==> config.mk <==
export PLATFORM = sky130hd
export DESIGN_NAME = fixed_range_reduction_pipe
export DESIGN_NICKNAME = d
export VERILOG_FILES = /design/src/rtl/fixed_range_pkg.sv /design/src/rtl/fixed_leading_one_detector.sv /design/src/rtl/fixed_range_reduction_pipe.sv
export SDC_FILE = /design/constraint.sdc
export NUM_CORES = 1
export LEC_CHECK = 0
export CAP_MARGIN = 10
export CORE_UTILIZATION = 52
export CTS_CLUSTER_SIZE = 12
export DETAILED_ROUTE_END_ITERATION = 10
export GPL_ROUTABILITY_DRIVEN = 0
export PLACE_DENSITY = 0.84
export SYNTH_ARGS = -nofsm -noshare
export SYNTH_HDL_FRONTEND = slang
export SYNTH_SLANG_ARGS = --single-unit
==> constraint.sdc <==
create_clock -name clk -period 2.3 [get_ports clk]
set_clock_uncertainty 0.1 [all_clocks]
set_input_delay 0.23 -clock clk [delete_from_list [all_inputs] [get_ports clk]]
set_output_delay 0.23 -clock clk [all_outputs]
set_load 0.02 [all_outputs]
==> src/rtl/fixed_range_pkg.sv <==
// Shared definitions for the fixed-point inverse-sqrt front end: Q1.15 root-two
// constants (also consumed by the range-augmentation stage) and a generic
// leading-one priority encoder.
package fixed_range_pkg;

    localparam int CONST_WIDTH = 16;
    // sqrt(2) and 1/sqrt(2) in Q1.15
    localparam logic [CONST_WIDTH-1:0] SQRT2  = 16'hB505;
    localparam logic [CONST_WIDTH-1:0] ISQRT2 = 16'h5A82;

    // Widest datapath the priority encoder supports; narrower callers zero-extend.
    localparam int MAX_WIDTH = 64;

    // Index of the highest set bit; 0 when the value is zero.
    function automatic int msb_index(input logic [MAX_WIDTH-1:0] value);
        msb_index = 0;
        for (int i = 0; i < MAX_WIDTH; i++) begin
            if (value[i]) begin
                msb_index = i;
            end
        end
    endfunction

endpackage

==> src/rtl/fixed_leading_one_detector.sv <==
// Combinational leading-one detector: reports the index of the highest set bit
// of data and flags an all-zero input (for which msb reads 0).
module fixed_leading_one_detector
    import fixed_range_pkg::*;
#(
    parameter int WIDTH = 16
) (
    input  logic [WIDTH-1:0]         data,
    output logic [$clog2(WIDTH)-1:0] msb,
    output logic                     zero
);

    localparam int MSB_WIDTH = $clog2(WIDTH);

    logic [MAX_WIDTH-1:0] data_ext;

    assign data_ext = MAX_WIDTH'(data);

    // Priority-encode the zero-extended input and flag the all-zero case.
    always_comb begin
        msb  = MSB_WIDTH'(msb_index(data_ext));
        zero = ~|data;
    end

endmodule

==> src/rtl/fixed_range_reduction_pipe.sv <==
// Range-reduction front stage of the inverse-sqrt datapath. Normalises an
// unsigned fixed-point sample into Q1.(WIDTH-1) and reports its MSB index.
// Two-stage valid/ready pipeline: S1 leading-one detect, S2 barrel shift.
// Optional build macro FIXED_RANGE_REDUCTION_ZERO_FLAG_EN adds data_out_zero,
// which is high when the emitted sample was zero.
module fixed_range_reduction_pipe
    import fixed_range_pkg::*;
#(
    parameter int WIDTH      = 16,
    parameter int FRAC_WIDTH = 8
) (
    input  logic                     clk,
    input  logic                     rst,
    input  logic [WIDTH-1:0]         data_in,
    input  logic                     data_in_valid,
    output logic                     data_in_ready,
    output logic [WIDTH-1:0]         data_out,
    output logic [$clog2(WIDTH)-1:0] data_out_msb,
    output logic                     data_out_valid,
`ifdef FIXED_RANGE_REDUCTION_ZERO_FLAG_EN
    output logic                     data_out_zero,
`endif
    input  logic                     data_out_ready
);

    localparam int MSB_WIDTH = $clog2(WIDTH);

    // S1: raw sample plus its leading-one information
    logic                 s1_valid_reg, s1_valid_next;
    logic [WIDTH-1:0]     s1_data_reg,  s1_data_next;
    logic [MSB_WIDTH-1:0] s1_msb_reg,   s1_msb_next;
    logic                 s1_zero_reg,  s1_zero_next;

    // S2: normalised sample
    logic                 s2_valid_reg, s2_valid_next;
    logic [WIDTH-1:0]     s2_data_reg,  s2_data_next;
    logic [MSB_WIDTH-1:0] s2_msb_reg,   s2_msb_next;
    logic                 s2_zero_reg,  s2_zero_next;

    logic                 s1_adv;
    logic                 in_ready;
    logic [MSB_WIDTH-1:0] lod_msb;
    logic                 lod_zero;
    logic [MSB_WIDTH-1:0] shift_amt;

    fixed_leading_one_detector #(
        .WIDTH (WIDTH)
    ) u_lod (
        .data (data_in),
        .msb  (lod_msb),
        .zero (lod_zero)
    );

    // Handshake and next-state for both stages; S1 moves into S2 on the same
    // edge S2 drains so a full pipe keeps streaming without bubbles.
    always_comb begin
        s1_adv    = !s2_valid_reg || data_out_ready;
        in_ready  = !s1_valid_reg || s1_adv;
        shift_amt = MSB_WIDTH'(WIDTH - 1) - s1_msb_reg;

        s1_valid_next = s1_valid_reg;
        s1_data_next  = s1_data_reg;
        s1_msb_next   = s1_msb_reg;
        s1_zero_next  = s1_zero_reg;
        s2_valid_next = s2_valid_reg;
        s2_data_next  = s2_data_reg;
        s2_msb_next   = s2_msb_reg;
        s2_zero_next  = s2_zero_reg;

        if (in_ready) begin
            s1_valid_next = data_in_valid;
            if (data_in_valid) begin
                s1_data_next = data_in;
                s1_msb_next  = lod_msb;
                s1_zero_next = lod_zero;
            end
        end

        if (s1_adv) begin
            s2_valid_next = s1_valid_reg;
            if (s1_valid_reg) begin
                // A zero sample shifts to zero, so no special case is needed.
                s2_data_next = s1_data_reg << shift_amt;
                s2_msb_next  = s1_msb_reg;
                s2_zero_next = s1_zero_reg;
            end
        end
    end

    // Pipeline registers; reset discards everything in flight.
    always_ff @(posedge clk or posedge rst) begin
        if (rst) begin
            s1_valid_reg <= 1'b0;
            s1_data_reg  <= '0;
            s1_msb_reg   <= '0;
            s1_zero_reg  <= 1'b0;
            s2_valid_reg <= 1'b0;
            s2_data_reg  <= '0;
            s2_msb_reg   <= '0;
            s2_zero_reg  <= 1'b0;
        end else begin
            s1_valid_reg <= s1_valid_next;
            s1_data_reg  <= s1_data_next;
            s1_msb_reg   <= s1_msb_next;
            s1_zero_reg  <= s1_zero_next;
            s2_valid_reg <= s2_valid_next;
            s2_data_reg  <= s2_data_next;
            s2_msb_reg   <= s2_msb_next;
            s2_zero_reg  <= s2_zero_next;
        end
    end

    assign data_in_ready  = in_ready;
    assign data_out       = s2_data_reg;
    assign data_out_msb   = s2_msb_reg;
    assign data_out_valid = s2_valid_reg;
`ifdef FIXED_RANGE_REDUCTION_ZERO_FLAG_EN
    assign data_out_zero  = s2_zero_reg;
`endif

    // A nonzero result must be normalised into [1,2).
    a_norm_msb: assert property (@(posedge clk) disable iff (rst)
        (s2_valid_reg && !s2_zero_reg) |-> s2_data_reg[WIDTH-1]);

    // The downstream exponent (msb - FRAC_WIDTH) must stay within the input's range.
    a_exp_range: assert property (@(posedge clk) disable iff (rst)
        s2_valid_reg |-> ((int'(s2_msb_reg) - FRAC_WIDTH) <= (WIDTH - 1 - FRAC_WIDTH)));

endmodule

* Yosys cells after proc, flatten, opt, wreduce, memory -nomap -nowiden
Index checks and enable logic that the tools add are counted.
** Word-level totals
- Input bits :: 20
- Bits in registers :: 42
** Operators by class
- Add/sub/neg operators :: 1
- Shift operators :: 1
- Reductions and logical operators :: 6
- Multiplexer cells :: 15
** Operators with widths (count)
- $mux 4 :: 11
- $shl 16x4->16 :: 1
- $mux 2 :: 2
- $reduce_and 2->1 :: 2
- $sub 4x4->4 const A :: 1
- $mux 3 :: 1
- $logic_not 1->1 :: 2
- $logic_or 1x1->1 :: 2
- $mux 1 :: 1

* Depth between registers and ports, before layout
Gate-level depths: netlist of the first run.
- Depth after elaboration :: 15
- Mapped depth :: 7
- Depth with buffers taken out :: 5

* Hierarchy
A second synthesis of the first run with hierarchy kept.
** Second synthesis, totals
- Cells, all modules :: 218
- Area, all modules :: 2341.0 um2
** Modules (own cells, without submodules)
- fixed_range_reduction_pipe :: times used 1, area an instance 2179.6 um2, cells each 189
- fixed_leading_one_detector :: times used 1, area an instance 161.4 um2, cells each 29

* Worst setup path after synthesis of the first run
Ideal clock, no wire load.
- Path kind :: register to register
- From :: register s2_valid_reg, in the netlist data_out_valid
- To :: register s1_data_reg[0]
- Clock period less this slack :: 1.652 ns
- Path buffers :: 2
- Library setup time :: 0.117 ns
- Arrival time :: 1.434 ns
- Slack :: 0.648 ns
- Cell stages (with the launch flop) :: 7
- Cell sequence :: dfrtp_1 > nand3b_1 > and2_1 > buf_2 > buf_1 > nand2_1 > nand2_1
** Between the ends
- Cells in the longest elaborated chain, start to end :: 4
** RTL lines
- start, declared :: RTL line fixed_range_reduction_pipe.sv:35 : logic s2_valid_reg, s2_valid_next;
- start signal, assigned :: RTL line fixed_range_reduction_pipe.sv:106 : s2_valid_reg <= s2_valid_next;
- $logic_not 1->1 :: RTL line fixed_range_reduction_pipe.sv:57 : s1_adv = !s2_valid_reg || data_out_ready;
- $logic_or 1x1->1 :: RTL line fixed_range_reduction_pipe.sv:57
- $logic_or 1x1->1 :: RTL line fixed_range_reduction_pipe.sv:58 : in_ready = !s1_valid_reg || s1_adv;
- named net data_in_ready :: RTL line fixed_range_reduction_pipe.sv:16 : output logic data_in_ready,
- $reduce_and 2->1 (no source line)
- end signal, assigned :: RTL line fixed_range_reduction_pipe.sv:103 : s1_data_reg <= s1_data_next;
- end, declared :: RTL line fixed_range_reduction_pipe.sv:30 : logic [WIDTH-1:0] s1_data_reg, s1_data_next;
The timed path passes the listed nets, and every way through them passes these cells.
A chain may end at the register's enable or synchronous reset.

* Worst setup path after layout of the first run
- From :: register s1_msb_reg[1]
- To :: register s2_data_reg[14], in the netlist data_out[14]
** Between the ends
- Cells in the longest elaborated chain, start to end :: 2
** RTL lines
- start, declared :: RTL line fixed_range_reduction_pipe.sv:31 : logic [MSB_WIDTH-1:0] s1_msb_reg, s1_msb_next;
- start signal, assigned :: RTL line fixed_range_reduction_pipe.sv:104 : s1_msb_reg <= s1_msb_next;
- $sub 4x4->4 :: RTL line fixed_range_reduction_pipe.sv:59 : shift_amt = MSB_WIDTH'(WIDTH - 1) - s1_msb_reg;
- $shl 16x4->16 :: RTL line fixed_range_reduction_pipe.sv:83 : s2_data_next = s1_data_reg << shift_amt;
- end signal, assigned :: RTL line fixed_range_reduction_pipe.sv:107 : s2_data_reg <= s2_data_next;
- end, declared :: RTL line fixed_range_reduction_pipe.sv:36 : logic [WIDTH-1:0] s2_data_reg, s2_data_next;
No other way between the ends.

==> results by group, run 1 <==
Floorplanning
  – Starting Density: between 50% and 60%
  – Total core area: roughly 4000 um2
  – Top-level I/O count: 42
  – Die Ht: a little under 70 um
  – Die Width: around 67 um
  – Std-Cell Rows: 23
  – Die area: 4554 um2

Flow run
  – Max-Cap Viols: 0

Placement
  – DP Cell Count: 322
  – Number of port buffers: between 40 and 50
  – Placed inst area: ~2700 um2
  – Hpwl dp: around 3400 um

CTS
  – CTS tree: built
  – Clock-pin slew on the worst setup and hold paths: around 0.080 ns
  – CTS Buffer Depth: 2
  – Hold bufs inserted after CTS: 0
  – Clock latency at the later pin of the worst-skew pair: ~0.29 ns
  – # H-tree levels: 2
  – Clock Sinks: 42
  – Post-cts resize count: 0
  – Setup bufs post-CTS: 0
  – Inserted Clock Buffers: 5
  – CTS root buf: clkbuf_8

Worst setup path
  – Worst path cell trace: mux2_4 -> a21oi_1 -> mux2i_1 -> a221o_1
  – Critical path buffers and inverters: 0
  – Worst-path fanout max: 19
  – Critical path arrival: about 2.3 ns
  – Delay-heaviest family, CP: flip-flops
  – Setup crit start kind: register
  – Required time of the critical path: approximately 2.4 ns
  – Slowest stage delay, CP: 0.83 ns
  – Setup crit end kind: register
  – CP max-delay cell: dfrtp_1
  – Crit Path Category: reg -> reg

Yosys
  – Syn Area/Cell: 9.290 um2
  – Post-synthesis compound-gate area fraction: between 10% and 20%
  – Post-synthesis cell count: 240
  – Post-synth EDFFs: 0
  – Adder-cell area share of the yosys netlist: 0%
  – Async set-reset flop share out of synthesis: 100.0%
  – Post-synthesis simple-gate area fraction: 20.15%
  – Post-synthesis mux area share: ~16%
  – Mapped cell area: roughly 2200 um2
  – Count leader, synth: nand2_1
  – Top FF cell, synth: dfrtp_1
  – Largest family of logic cells by synthesized area: simple AND/OR/NAND/NOR gates
  – Post-synth top cells: nand2_1 (70), dfrtp_1 (42), o21ai_0 (18)
  – Sequential share of the synthesized area: 47.14%
  – Synth cell types: 35
  – Yosys Warn Count: 0
  – Synth area leader: dfrtp_1
  – Leading post-synthesis cells by cell area: dfrtp_1 (47%), nand2_1 (12%), mux2i_1 (6.3%), mux2_2 (6.1%), o21ai_0 (4.0%)
  – FF+latch count, synth: between 40 and 50
  – Post-synth top area share: between 40% and 50%
  – Syn_nets: 260
  – XOR/XNOR share of the synthesized area: 0%

Finish
  – Final nets: 299
  – Non-Filler Instances: 330
  – Register area: approximately 1100 um2
  – Diode count: 0
  – Filler instances: roughly 340
  – Area grow syn2layout: 24.30%
  – Final instance area: roughly 2800 um2
  – Layout cells sized above 1: 10.71%
  – Util after Layout: 68.30%
  – Multi-input gate area: roughly 1100 um2

Pwr
  – Peak VDD IR: 0.0003563 V
  – Pwr dens: roughly 840 nW/um2
  – Static leakage: between 1 and 1.5 nW
  – Tot Pwr: ~0.0023 W

Global route
  – GRT Util Overall: 22.30%
  – GRT overflow: 0
  – Antenna violations before repair: 0
  – Vias in the first global route: approximately 1.7k
  – First-pass GRT wire length: approximately 7500 um
  – Largest net degree at the start of global routing: 43

Detailed routing
  – ANT nets after route: 0
  – Detailed Route WL: around 4600 um
  – WL per Instance: approximately 14 um
  – Vias per cell: between 5 and 6
  – DRC: 0
  – DR pass1 iterations: 4
  – Initial drt markers: approximately 140
  – DR vias: ~1.8k

STA
  – Tcrit/Tclk final: 95.17%
  – Total negative slack: 0 ns
  – Achievable Freq: around 460 MHz
  – RSZ-0062 raised after global routing: false
  – Fin crit period: roughly 2.2 ns
  – Worst-Margin Slew: about 0.74 ns
  – Max-slew headroom: 50.46%
  – Setup violators final: 0
  – Slew Limit Fails: 0
  – Final Hold Fails: 0

Hold path
  – Min-Delay Path Class: in -> async

Status
  – Run status: completed
[where the power goes]
| group | total [W] | internal [W] | leakage (nW) | switching (W) |
|---|---|---|---|---|
| sequential | 0.000985 | 0.000875 | 0.501 | 0.000110 |
| combinational | 0.000788 | 0.000394 | 0.737 | 0.000394 |
| clock | 0.000541 | 0.000303 | 0.0575 | 0.000239 |
[cell type report]
cell class,count,share of cell area (%)
clock buffers,8,3.973
inverters,5,0.6772
multi-input cells,179,39.01
flip-flops and latches,42,37.92
well taps,50,2.257
repair buffers,46,16.16
[cell usage in the layout, fill, tap and decap left out, types with 2 or more instances in the layout]
cell	Yosys	final
a31oi_1	2	2
mux2_2	12	12
o22ai_1	2	2
a221o_1	3	3
buf_4	2	5
mux4_2	2	2
nor4_1	2	2
or3_1	3	3
mux2i_1	14	14
inv_1	5	5
clkdlybuf4s50_1	0	41
o22a_1	2	2
o31ai_1	3	3
nor2_1	12	12
nand2_1	70	70
o21ai_0	18	18
nand2b_1	7	7
clkbuf_8	0	8
dfrtp_1	42	42
mux2_4	2	2
and2_1	2	2
nor3_1	4	4
a21oi_1	7	7
a22o_1	2	2
nand3_1	2	2
[through the flow]
step	setup slack, ns	hold WS (ns)
finish	0.1112	0.2670
global route	0.01056	0.3574
CTS	0.1152	0.2903
global placement	0.2620	0.3601
detailed placement	0.1955	0.3701
floorplan	0.6484	0.2274
[per-layer routing]
layer  vias up  wire (um)  GRT usage, %
li1        911          -             -
met1       848       2105         28.80
met2        58       2128         35.52
met3        17        184         4.223
met4         0        135         11.17
met5         -          0             0
[worst register-to-register path, cell delays in order, from the launching register on]
cell and delay [ns]:
dfrtp_1 0.83, mux2_4 0.37, a21oi_1 0.27, mux2i_1 0.17, a221o_1 0.33
[logic make-up (layout without fill, tap and decap cells)]
family          after synthesis  count (layout)
compound gates               44              44
buf+inv                      19              59
flops                        42              42
mux                          30              30
simple gates                105             105
[worst paths after layout]
kind / to / slack, ns / cells after the start / start
worst max-delay path: data_out[14] / 0.11 / 4 / s1_msb_reg[1]
worst min-delay path: data_out[6] / 0.27 / 3 / rst
worst max register to register: data_out[14] / 0.11 / 4 / s1_msb_reg[1]
worst min register to register: data_out_msb[1] / 0.38 / 2 / data_out_msb[1]
max in group asynchronous: data_out_valid / 1.47 / 3 / rst
min in group clk: s1_data_reg[0] / 0.38 / 3 / data_in[0]
(Power assumes the default switching activity.)
==> run 2: changes to the inputs <==
clock period = 2.2 ns   (was 2.3 ns; I/O delays follow)
==> run 2 against run 1 <==
Sequential power grew 5%. First-iteration DRC count shrank 37%. Maximum frequency grew 13%. Clock-buffer cell count shrank 2. Critical endpoint is now data_out[13].
==> results by group, run 2 (synthesis gave the netlist of run 1 again) <==
Status
  – Run status: completed

Global route
  – GRT Util Overall: 23.68% (+1.4 points)
  – First-pass GRT wire length: 7817 um (+3.9%)
  – GRT overflow: 0 (unchanged)
  – GR Util met2: 38.37% (+2.8 points)
  – GR peak layer: met2
  – Largest net degree at the start of global routing: 43 (unchanged)
  – Vias in the first global route: 1731 (+3.3%)
  – Antenna violations before repair: 0 (unchanged)
  – GR Util met3: 6.081% (+1.9 points)
  – GR Layer Usage met1: 28.62% (-0.19 points)

Floorplanning
  – Top-level I/O count: 42 (unchanged)
  – Die Ht: 67.48 um (unchanged)
  – Die Width: 67.48 um (unchanged)
  – Starting Density: 54.95% (unchanged)
  – Std-Cell Rows: 23 (unchanged)
  – Die area: 4554 um2 (unchanged)
  – Total core area: 4058 um2 (unchanged)

Worst setup path
  – R2R depth: 5 (+1)
  – Reg2reg end: data_out[13]
  – Required time of the critical path: 2.28 ns (-0.09 ns)
  – Worst path cell trace: mux2_2 -> mux2i_1 -> or3_1 -> o21ai_0 -> a221o_1
  – Worst-path fanout max: 17 (-2)
  – Slowest stage delay, CP: 0.61 ns (-0.22 ns)
  – Setup crit end kind: register
  – R2R Path Start: s1_msb_reg[1]
  – Setup crit start kind: register
  – Critical path arrival: 2.02 ns (-0.24 ns)
  – Crit path launch: s1_msb_reg[1]
  – R2r setup slk: 0.26 ns (+0.15 ns)
  – CP endpoint: data_out[13]
  – CP max-delay cell: dfrtp_2
  – Crit Path Category: reg -> reg

CTS
  – Clock-pin slew on the worst setup and hold paths: 0.07 ns (about the same)
  – Hold bufs inserted after CTS: 0 (unchanged)
  – CTS root buf: clkbuf_8
  – # H-tree levels: 2 (unchanged)
  – Clock latency at the later pin of the worst-skew pair: 0.30 ns (about the same)
  – CTS Buffer Depth: 2 (unchanged)
  – CTS tree: built
  – Clock Sinks: 42 (unchanged)
  – Inserted Clock Buffers: 5 (unchanged)

STA
  – Worst-Margin Slew: 0.5239 ns (-0.2191 ns)
  – Fin crit period: 1.939 ns (-0.2498 ns)
  – Tcrit/Tclk final: 88.14% (-7.0 points)
  – Slew Limit Fails: 0 (unchanged)
  – RSZ-0062 raised after global routing: false
  – Setup violators final: 0 (unchanged)
  – Setup slack after layout: 0.2610 ns (+0.1498 ns)
  – Max-slew headroom: 65.07% (+15 points)
  – Total negative slack: 0 ns (unchanged)
  – Achievable Freq: 515.7 MHz (+13%)
  – Final Hold Fails: 0 (unchanged)

Detailed routing
  – Vias per cell: 5.594 (+0.65%)
  – Detailed Route WL: 4663 um (+2.4%)
  – DR vias: 1846 (+0.65%)
  – ANT nets after route: 0 (unchanged)
  – WL per Instance: 14.13 um (+2.4%)
  – DR pass1 iterations: 4 (unchanged)
  – Initial drt markers: 88 (-37%)
  – DRC: 0 (unchanged)

Pwr
  – Pwr dens: 850.3 nW/um2 (+1.8%)
  – Static leakage: 1.290 nW (-0.46%)
  – Peak VDD IR: 0.0003086 V (-13%)

Placement
  – DP Cell Count: 324 (+0.62%)
  – Post-placement setup slack: 0.1056 ns (-0.08995 ns)
  – Hpwl dp: 3552 um (+5.9%)
  – Number of port buffers: 41 (unchanged)

Finish
  – Filler instances: 323 (-4.7%)
  – Layout cells sized above 1: 11.07% (+0.36 points)
  – Most common cell after layout, fill and taps aside: nand2_1
  – Final nets: 301 (+0.67%)
  – Util after Layout: 68.02% (-0.28 points)
  – Diode count: 0 (unchanged)
  – Most frequent cells in the layout: nand2_1 (70), dfrtp_1 (41), clkdlybuf4s50_1 (41)
  – Area grow syn2layout: 23.79%
  – Non-Filler Instances: 330 (unchanged)

Hold path
  – Min-Delay Path Class: in -> async

Flow run
  – Max-Cap Viols: 0 (unchanged)
-- run 2: changes by cell type in the layout (fill, tap and decap cells not counted) --
cell / change
buf_4: +2
dfrtp_2: +1
dfrtp_1: -1
clkbuf_8: -2
-- run 2: how the worst min path moves through the flow --
stage / cells after the start / to / from / slack, ns
after floorplan: 1 / s1_msb_reg[0] / data_in[14] / 0.22
final: 3 / data_out[4] / rst / 0.25
after global placement: 2 / data_out_msb[1] / data_out_msb[1] / 0.36
after detailed placement: 2 / data_out_msb[0] / data_out_msb[0] / 0.36
after CTS: 3 / data_out[7] / rst / 0.26
after global routing: 3 / s1_data_reg[15] / rst / 0.30
-- run 2: per-stage QoR --
| step | hold WS, ns | cell area, um2 | total power, W |
|---|---|---|---|
| final | 0.2453 | 2760 | 0.002347 |
| after global routing | 0.2986 | 2760 | 0.002488 |
| after floorplan | 0.2174 | 2230 | 0.001533 |
| after detailed placement | 0.3634 | 2676 | 0.001878 |
| after CTS | 0.2619 | 2759 | 0.002364 |
| after global placement | 0.3599 | 2676 | 0.001853 |
-- run 2: layer usage --
layer / vias up / part of all wire, %
met5: - / 0
met4: 0 / 2.9
met3: 15 / 4.4
met2: 62 / 47
met1: 860 / 45
li1: 909 / -
-- run 2: power breakdown --
group	leakage (nW)	switching, W	internal (W)
Clock	0.0431	0.000244	0.000242
Combinational	0.746	0.000413	0.000416
Sequential	0.500	0.000116	0.000916
Total	1.29	0.000773	0.00157
-- run 2: worst max-delay path: cells and delay by family, from the launching register on --
kind,cells,cell delay (ns)
AND/OR/NAND/NOR,1,0.14
AO/OA/AOI/OAI,2,0.36
flip-flops,1,0.61
multiplexers,2,0.61
-- run 2: layout make-up --
class | count | area (um2) | share of cell area (%)
multi-input combinational | 179 | 1081 | 39.17
sequential | 42 | 1052 | 38.12
inverter | 5 | 18.77 | 0.6800
clock buffer | 6 | 82.58 | 2.992
tap | 50 | 62.56 | 2.267
timing repair buffer | 48 | 462.9 | 16.77
-- run 2: what timing repair did --
action                     in CTS  in global routing
setup buffers                   0                  0
setup endpoints to repair       0                  2
gates resized for setup         0                  1
==> run 3: changes to the inputs <==
--- a/constraint.sdc
+++ b/constraint.sdc
@@ -4,2 +4,2 @@
 set_output_delay 0.22 -clock clk [all_outputs]
-set_load 0.02 [all_outputs]
+set_load 0.01 [all_outputs]
==> results of run 3 <==
Same layout as run 2 (identical final DEF). Status: completed.
Among the figures that moved: total power 0.002347 W -> 0.002269 W; worst IR drop on VDD 0.0003086 V -> 0.0003067 V
